## src/rtl/pong_pkg.sv

```systemverilog
// Shared Pong definitions: screen geometry and the CPU paddle FSM state encoding.
package pong_pkg;

    localparam int V_MAX = 480;
    localparam int PAD_H = 64;

    typedef enum logic [1:0] {
        ST_IDLE     = 2'd0,
        ST_TRACK    = 2'd1,
        ST_RECENTER = 2'd2
    } paddle_state_e;

endpackage

```

## src/rtl/tick_rise_det.sv

```systemverilog
// One-register rising-edge detector for divided level clocks sampled as data in clk.
module tick_rise_det #(
    parameter logic RST_VAL = 1'b1
) (
    input  logic clk,
    input  logic reset,
    input  logic sig,
    output logic tick
);

    logic sig_q;

    // Resetting high hides a level that is already high when reset is released.
    always_ff @(posedge clk) begin
        if (reset) sig_q <= RST_VAL;
        else       sig_q <= sig;
    end

    assign tick = sig & ~sig_q;

endmodule

```

## src/rtl/cpu_paddle_ctrl.sv

```systemverilog
// CPU-opponent paddle: tracks the ball while it approaches, otherwise recentres,
// moving at most STEP pixels per divided-clock tick.
//
// state    | meaning
// IDLE     | no rally; paddle parked at CENTER, ticks ignored
// TRACK    | ball approaching; chase clamped ball-centred target
// RECENTER | ball receding; return to CENTER
module cpu_paddle_ctrl
    import pong_pkg::*;
#(
    parameter int V_MAX     = pong_pkg::V_MAX,
    parameter int PAD_H     = pong_pkg::PAD_H,
    parameter int STEP      = 4,
    parameter int DEAD_ZONE = 2
) (
    input  logic       clk,
    input  logic       reset,
    input  logic       cpu_clk,
    input  logic       game_on,
    input  logic       ball_toward,
    input  logic [9:0] ball_y,
    output logic [9:0] paddle_y,
    output logic       step_pulse,
    output logic [1:0] state
);

    localparam int CENTER = (V_MAX - PAD_H) / 2;
    localparam int Y_MAX  = V_MAX - PAD_H;

    localparam logic [9:0]         CENTER_V = 10'(CENTER);
    localparam logic signed [10:0] Y_MAX_S  = 11'(Y_MAX);
    localparam logic signed [10:0] HALF_S   = 11'(PAD_H / 2);
    localparam logic [10:0]        STEP_V   = 11'(STEP);
    localparam logic [10:0]        DZ_V     = 11'(DEAD_ZONE);

    paddle_state_e     state_q, state_d;
    logic [9:0]        paddle_q, paddle_mv;
    logic              pulse_q;
    logic              tick, move;
    logic signed [10:0] raw, err;
    logic [10:0]       abs_err;
    logic [9:0]        tgt, delta;

    tick_rise_det #(.RST_VAL(1'b1)) u_tick (
        .clk   (clk),
        .reset (reset),
        .sig   (cpu_clk),
        .tick  (tick)
    );

    // Target follows the next state so a state change and a tick in one cycle agree.
    always_comb begin
        state_d = ST_IDLE;
        if (game_on) state_d = ball_toward ? ST_TRACK : ST_RECENTER;

        raw = $signed({1'b0, ball_y}) - HALF_S;
        if (raw[10])            tgt = 10'd0;
        else if (raw > Y_MAX_S) tgt = Y_MAX_S[9:0];
        else                    tgt = raw[9:0];
        if (state_d == ST_RECENTER) tgt = CENTER_V;

        err       = $signed({1'b0, tgt}) - $signed({1'b0, paddle_q});
        abs_err   = err[10] ? 11'(-err) : 11'(err);
        move      = abs_err > DZ_V;
        delta     = (abs_err > STEP_V) ? STEP_V[9:0] : abs_err[9:0];
        paddle_mv = err[10] ? (paddle_q - delta) : (paddle_q + delta);
    end

    always_ff @(posedge clk) begin
        if (reset) begin
            state_q  <= ST_IDLE;
            paddle_q <= CENTER_V;
            pulse_q  <= 1'b0;
        end else begin
            state_q <= state_d;
            pulse_q <= 1'b0;
            if (state_d == ST_IDLE) begin
                paddle_q <= CENTER_V;
            end else if (tick && move) begin
                paddle_q <= paddle_mv;
                pulse_q  <= 1'b1;
            end
        end
    end

    assign paddle_y   = paddle_q;
    assign step_pulse = pulse_q;
    assign state      = state_q;

endmodule
```

## config.mk

```make
export PLATFORM = sky130hd
export DESIGN_NAME = cpu_paddle_ctrl
export DESIGN_NICKNAME = d
export VERILOG_FILES = /design/src/rtl/pong_pkg.sv /design/src/rtl/tick_rise_det.sv /design/src/rtl/cpu_paddle_ctrl.sv
export SDC_FILE = /design/constraint.sdc
export NUM_CORES = 1
export LEC_CHECK = 0
export CAP_MARGIN = 20
export CORE_AREA = 4 4 66 74
export CTS_CLUSTER_SIZE = 10
export DETAILED_ROUTE_END_ITERATION = 16
export DIE_AREA = 0 0 70 78
export HOLD_SLACK_MARGIN = 0.05
export PLACE_DENSITY = 0.79
export SYNTH_ARGS = -nofsm -noshare
export SYNTH_HDL_FRONTEND = slang
export SYNTH_SLANG_ARGS = --single-unit
```

## constraint.sdc

```tcl
create_clock -name clk -period 9.2 [get_ports clk]
set_clock_uncertainty 0.15 [all_clocks]
set_input_delay 2.3 -clock clk [delete_from_list [all_inputs] [get_ports clk]]
set_output_delay 2.3 -clock clk [all_outputs]
set_load 0.005 [all_outputs]
```

==> impl_summary.log, run 1 <==
[metrics] via count of the first global-routing pass: 2206
[metrics] GPL Wtd Cong: 0.929
[metrics] number of storage elements in the synthesis netlist: 14
[metrics] die width: 70 um
[metrics] most numerous cell on the critical path: sky130_fd_sc_hd__xnor2_2
[metrics] clock latency on the worst-skew pair: 0.26 ns
[metrics] first-pass iteration count of the detailed router: 4
[metrics] first-pass GRT wire length: 9.88 mm
[metrics] clock group share of total power: 21.3%
[metrics] CP endpoint kind: flip-flop
[metrics] final setup TNS: 0 ns
[metrics] post-synthesis compound-gate area fraction: 27.6%
[metrics] area of the die: 0.00546 mm^2
[metrics] fillers: 354
[metrics] Clock H-tree levels: 1
[metrics] Sw Ratio: 39.9%
[metrics] antenna diode count: 0
[metrics] flip-flop and latch area: 280 um^2
[metrics] share of layout cells above drive strength 1: 17.9%
[metrics] Final period util: 95.8%
[metrics] count of buffers inserted at the top-level ports: 27
[metrics] critical path's largest stage delay: 0.47 ns
[metrics] worst min-delay path category: reg -> reg
[metrics] post-detailed-routing wire length: 6.18 mm
[metrics] max cap viols: 0
[metrics] Worst Path Max Fanout: 7
[metrics] Avg Synthesized Cell Area: 7.49 um^2
[metrics] core region area: 0.00419 mm^2
[metrics] count of flip-flops with a built-in enable after synthesis: 0
[metrics] FF-to-FF Start: paddle_y[1]
[metrics] start point of the critical path: ball_y[5]
[metrics] Bufs on Longest Clock Path: 2
[metrics] instance area at placement: 0.00265 mm^2
[metrics] origin of the worst min-delay path: paddle_y[8]
[metrics] via count: 2314
[metrics] height of the die: 78 um
[metrics] area of all placed cells without fillers: 0.00285 mm^2
[metrics] maximum clock frequency: 0.113 GHz
[metrics] Synthesis Warnings: 0
[metrics] number of clock sinks: 14
[metrics] startpoint types: input port
[metrics] final setup vio count: 0
[metrics] count of unique library cells instantiated by Yosys: 64
[metrics] clock slew at reported path FFs: 0.06 ns
[metrics] worst slew margin relative to its limit: 31.0%
[metrics] Net Sw Power: 0.120 mW
[metrics] number of slew-limit violations in the final report: 0
[metrics] share of async-settable or async-resettable flops after synthesis: 0%
[metrics] estimated wirelength of the detail-placed design: 4.69 mm
[metrics] routed length on met2: 3.19 mm
[metrics] Num CTS Buffers: 3
[metrics] root cell of the clock tree: sky130_fd_sc_hd__clkbuf_8
[metrics] initial core utilization: 54.7%
[metrics] synth-to-layout area growth: 24.1%
[metrics] minimum clock period after layout: 8.82 ns
[metrics] initial antenna violation count: 0
[metrics] Int Power: 0.180 mW
[metrics] wire length per cell: 15.6 um
[metrics] fraction of the mapped netlist area in simple logic gates: 26.5%
[metrics] final-stage net count: 382
[metrics] Cells after Synth: 306
[metrics] final-report hold violation count: 0
[metrics] Detail Route met3 WL: 221 um
[metrics] register share of total power: 21.2%
[metrics] adder and majority cell fraction of the synthesized area: 14.3%
[metrics] Comb power frac: 57.6%
[metrics] Remaining Overflow, GRT: 0
[metrics] post-detailed-route DRC marker count: 0
[metrics] routed length on met1: 2.59 mm
[metrics] CTS tree: yes
[metrics] first-iteration detailed-routing DRC count: 169
[metrics] number of placement rows: 25
[metrics] Post-Route Utilization: 67.9%
[metrics] dominant combinational cell family by area after synthesis: compound AO/OA/AOI/OAI gates
[metrics] measured slew at the worst slew-check pin: 1.03 ns
[metrics] Top Ports: 28
[metrics] GRT Util Overall: 21.9%
[metrics] crit path kind: in -> reg
[metrics] Lkg Pwr: 1.24 nW
[metrics] Syn Nets: 346
[metrics] critical path data required time: 9.19 ns
[metrics] worst vdd ir: 0.000108 V
[metrics] most frequent cells in the layout: sky130_fd_sc_hd__nor2_1 (27), sky130_fd_sc_hd__clkdlybuf4s50_1 (27), sky130_fd_sc_hd__nand2_1 (26)
[metrics] hold_ws: 0.362 ns
[metrics] worst endpoint data arrival time: 8.81 ns
[metrics] Avg Vias per Cell: 5.86
[metrics] highest metal layer with signal wires: met4
[metrics] top_reg_cell synth: sky130_fd_sc_hd__dfxtp_1
[metrics] Netlist Area Pre-Place: 0.00229 mm^2
[metrics] multiplexer area fraction after synthesis: 4.91%
[metrics] number of nets with antenna violations after routing: 0
[metrics] outcome: complete, no violations
[metrics] worst-path cell with the longest stage delay: sky130_fd_sc_hd__clkdlybuf4s50_1
[metrics] Cell Pwr Density: 105 mW/mm^2
[metrics] area used by multi-input combinational logic: 0.00197 mm^2
[metrics] share of the synthesized netlist area taken by xor and xnor gates: 6.82%
[metrics] maximum number of pins on one net before global-route repair: 15
[metrics] share of the yosys chip area belonging to registers: 12.2%
==> power by group through the flow <==
stage	combinational, mW	clock (mW)	sequential (mW)
after floorplan	0.113	0	0.0645
after global placement	0.150	0	0.0647
after detailed placement	0.152	0	0.0647
after CTS	0.155	0.0648	0.0633
after global routing	0.188	0.0682	0.0635
final	0.173	0.0637	0.0634
==> cell families after synthesis <==
group | after synthesis
AOI/OAI and AO/OA | 87
xor gates and xnor gates | 17
adders and majority gates | 25
buffers and inverters | 35
DFF | 14
muxes | 11
other | 1
and+or+nand+nor | 116
==> critical path, delay by kind of cell <==
family	cells	cell delay (ns)
AOI/OAI and AO/OA	14	2.60
xor gates and xnor gates	3	0.48
adders and majority gates	4	1.16
buffers and inverters	2	0.54
muxes	1	0.26
and+or+nand+nor	9	1.46
==> final timing paths <==
kind	slack, ns	cells after the start	to
worst min-delay path	0.36	2	paddle_y[8]
worst max register to register	3.82	23	paddle_y[9]
worst min register to register	0.36	2	paddle_y[8]
worst max-delay path	0.38	33	paddle_y[9]
==> routing by layer <==
layer	track usage (%)	vias to the layer above
li1	-	1163
met1	27.8	1084
met2	38.0	54
met3	1.94	13
met4	8.24	0
met5	0	-
==> Yosys cell counts (4+ instances only) <==
cell	number	area [um^2]
sky130_fd_sc_hd__xnor2_1	8	70.1
sky130_fd_sc_hd__xor2_1	8	70.1
sky130_fd_sc_hd__nor2_1	29	109
sky130_fd_sc_hd__and3_1	6	37.5
sky130_fd_sc_hd__a31o_1	4	35.0
sky130_fd_sc_hd__mux2i_1	9	90.1
sky130_fd_sc_hd__nand2_1	26	97.6
sky130_fd_sc_hd__ha_1	23	288
sky130_fd_sc_hd__a31oi_1	5	31.3
sky130_fd_sc_hd__nor3_1	6	30.0
sky130_fd_sc_hd__dfxtp_1	14	280
sky130_fd_sc_hd__a21o_1	9	67.6
sky130_fd_sc_hd__and2_1	4	25.0
sky130_fd_sc_hd__inv_1	23	86.3
sky130_fd_sc_hd__buf_2	6	30.0
sky130_fd_sc_hd__a211oi_1	6	45.0
sky130_fd_sc_hd__a21oi_1	16	80.1
sky130_fd_sc_hd__or2_2	4	25.0
sky130_fd_sc_hd__nand2b_1	15	93.8
sky130_fd_sc_hd__nor2b_1	5	31.3
sky130_fd_sc_hd__o21ai_0	14	70.1
sky130_fd_sc_hd__nand3b_1	4	30.0
==> sequential cells by signal (all words and copies together) (netlist names) <==
| register | flops |
|---|---|
| state | 2 |
| step_pulse | 1 |
| u_tick.sig_q | 1 |
| paddle_y | 10 |
==> repair_timing <==
| action | CTS | global route |
|---|---|---|
| hold buffers | 0 | 0 |
| cloned | 0 | 0 |
| gates resized for setup | 1 | 28 |
| pin swaps | 0 | 16 |
| setup buffers | 0 | 2 |
| setup endpoints to repair | 1 | 6 |
==> per-stage QoR <==
step                total power, mW  std cells  setup slack (ns)
finish                        0.300        395             0.385
global route                  0.319        395           -0.0500
CTS                           0.283        393            0.0314
detailed placement            0.217        389            -0.211
global placement              0.215        389           -0.0536
floorplan                     0.178        306             0.657
==> layout make-up <==
cell class / count / area share (%)
tap: 54 / 2.37
multi-input combinational: 257 / 69.1
inverter: 23 / 3.03
timing repair buffer: 43 / 13.7
clock buffer: 4 / 1.93
sequential: 14 / 9.85
No activity file was read; power rests on OpenSTA's default activity.
==> run 2: changes to the inputs <==
--- a/config.mk
+++ b/config.mk
@@ -6,12 +6,13 @@
 export NUM_CORES = 1
 export LEC_CHECK = 0
 export CAP_MARGIN = 20
-export CORE_AREA = 4 4 66 74
+export CORE_AREA = 5 5 67 75
 export CTS_CLUSTER_SIZE = 10
 export DETAILED_ROUTE_END_ITERATION = 16
-export DIE_AREA = 0 0 70 78
+export DIE_AREA = 0 0 72 80
 export HOLD_SLACK_MARGIN = 0.05
 export PLACE_DENSITY = 0.79
+export RECOVER_POWER = 50
 export SYNTH_ARGS = -nofsm -noshare
 export SYNTH_HDL_FRONTEND = slang
 export SYNTH_SLANG_ARGS = --single-unit
==> run 2 against run 1 <==
  * Register-to-register slack gained 0.05 ns
  * Critical path depth stayed put
  * Highest routed layer unchanged
  * Cell area rose by 0.31%
  * Count of clock-buffer cells in the layout is the same
  * Setup slack got worse by 0.083 ns
==> impl_summary.log, run 2 (synthesis results as in run 1) <==
[metrics] worst slew margin relative to its limit: 33.1%
[metrics] share of layout cells above drive strength 1: 17.6%
[metrics] first-iteration detailed-routing DRC count: 192
[metrics] pre-CTS setup slack: -0.221 ns
[metrics] critical path data required time: 9.18 ns
[metrics] post-detailed-route DRC marker count: 0
[metrics] fillers: 354
[metrics] total power: 0.295 mW
[metrics] area of the die: 0.00576 mm^2
[metrics] Num CTS Buffers: 3
[metrics] synth-to-layout area growth: 24.5%
[metrics] Bufs on Longest Clock Path: 2
[metrics] Lkg Pwr: 1.26 nW
[metrics] Top Ports: 28
[metrics] initial antenna violation count: 0
[metrics] maximum clock frequency: 0.112 GHz
[metrics] number of flip-flops in the largest register: 10
[metrics] measured slew at the worst slew-check pin: 1.00 ns
[metrics] clock latency on the worst-skew pair: 0.25 ns
[metrics] max cap viols: 0
[metrics] worst min-delay path category: reg -> reg
[metrics] number of slew-limit violations in the final report: 0
[metrics] antenna diode count: 0
[metrics] worst endpoint data arrival time: 8.88 ns
[metrics] final setup TNS: 0 ns
[metrics] setup slack of the critical path after layout: 0.302 ns
[metrics] Clock H-tree levels: 1
[metrics] wire length per cell: 15.5 um
[metrics] worst vdd ir: 0.0000962 V
[metrics] initial core utilization: 54.7%
[metrics] final-report hold violation count: 0
[metrics] count of buffers inserted at the top-level ports: 27
[metrics] height of the die: 80 um
[metrics] area used by multi-input combinational logic: 0.00197 mm^2
[metrics] post-detailed-routing wire length: 6.14 mm
[metrics] die width: 72 um
[metrics] GRT Util Overall: 20.8%
[metrics] Final period util: 96.7%
[metrics] final-stage net count: 382
[metrics] maximum number of pins on one net before global-route repair: 15
[metrics] startpoint types: input port
[metrics] hold_ws: 0.365 ns
[metrics] CP endpoint kind: flip-flop
[metrics] flip-flop and latch area: 280 um^2
[metrics] GPL Wtd Cong: 0.896
[metrics] Post-Route Utilization: 68.1%
[metrics] critical path's largest stage delay: 0.48 ns
[metrics] Worst Path Max Fanout: 4
[metrics] CTS tree: yes
[metrics] core region area: 0.00419 mm^2
[metrics] number of placement rows: 25
[metrics] estimated wirelength of the detail-placed design: 4.64 mm
[metrics] Remaining Overflow, GRT: 0
[metrics] most frequent cells in the layout: sky130_fd_sc_hd__nor2_1 (27), sky130_fd_sc_hd__nand2_1 (25), sky130_fd_sc_hd__inv_1 (23)
[metrics] cts-stage hold buffer count: 0
[metrics] number of nets with antenna violations after routing: 0
[metrics] via count: 2340
[metrics] most common library cell in the layout ignoring fill and taps: sky130_fd_sc_hd__nor2_1
[metrics] final setup vio count: 0
[metrics] first-pass iteration count of the detailed router: 4
[metrics] crit path kind: in -> reg
[metrics] number of clock sinks: 14
[metrics] minimum clock period after layout: 8.90 ns
[metrics] Avg Vias per Cell: 5.92
[metrics] outcome: complete, no violations
[metrics] first-pass GRT wire length: 9.85 mm
[metrics] root cell of the clock tree: sky130_fd_sc_hd__clkbuf_8
[metrics] Cell Pwr Density: 103 mW/mm^2
[metrics] clock slew at reported path FFs: 0.06 ns
[metrics] worst-path cell with the longest stage delay: sky130_fd_sc_hd__clkdlybuf4s50_1
[metrics] via count of the first global-routing pass: 2187
[run 2: cell types whose count changed in the layout (fill, tap and decap cells not counted), sizes merged]
cell | previous run | this run
dlygate4sd3 | 0 | 12
clkdlybuf4s50 | 27 | 15
[run 2: power by group]
part	internal, mW	switching [mW]	leakage [nW]
registers	0.0622	0.00120	0.114
logic	0.0782	0.0905	1.12
clock network	0.0380	0.0245	0.0288
total	0.178	0.116	1.26
[run 2: worst max-delay path, delay by kind of cell]
family | cells | cell delay (ns)
compound gates | 14 | 2.55
xor+xnor | 2 | 0.29
fa+ha+maj | 5 | 1.46
buf+inv | 2 | 0.57
mux | 1 | 0.31
simple gates | 9 | 1.42
[run 2: metrics by stage]
| stage | area, um^2 | instances |
|---|---|---|
| after detailed placement | 2650 | 389 |
| final | 2850 | 395 |
| after CTS | 2700 | 393 |
| after global placement | 2650 | 389 |
| after global routing | 2850 | 395 |
| after floorplan | 2290 | 306 |
[run 2: per-layer routing]
metal | track usage [%] | wire, um
met4 | 6.39 | 38
met1 | 27.7 | 2700
met5 | 0 | 0
met2 | 35.7 | 3230
met3 | 1.26 | 179
[run 2: timing repair]
item / 4_1_cts / 5_1_grt
resized for setup: 0 / 29
endpoints found under the hold margin: 0 / 0
setup buffers: 0 / 2
setup endpoints to repair: 0 / 5
[run 2: path summary, 6_finish.rpt]
path,start,slack [ns],to,cells after the start
setup / recovery,ball_y[6],0.30,paddle_y[9],33
hold / removal,paddle_y[5],0.37,paddle_y[5],2
setup reg to reg,paddle_y[5],3.87,paddle_y[9],23
hold reg to reg,paddle_y[5],0.37,paddle_y[5],2
[run 2: layout make-up]
class | count | area share [%]
clock buffer | 4 | 1.93
inverter | 23 | 3.02
multi-input combinational | 257 | 69.2
sequential | 14 | 9.82
tap | 54 | 2.37
timing repair buffer | 43 | 13.7
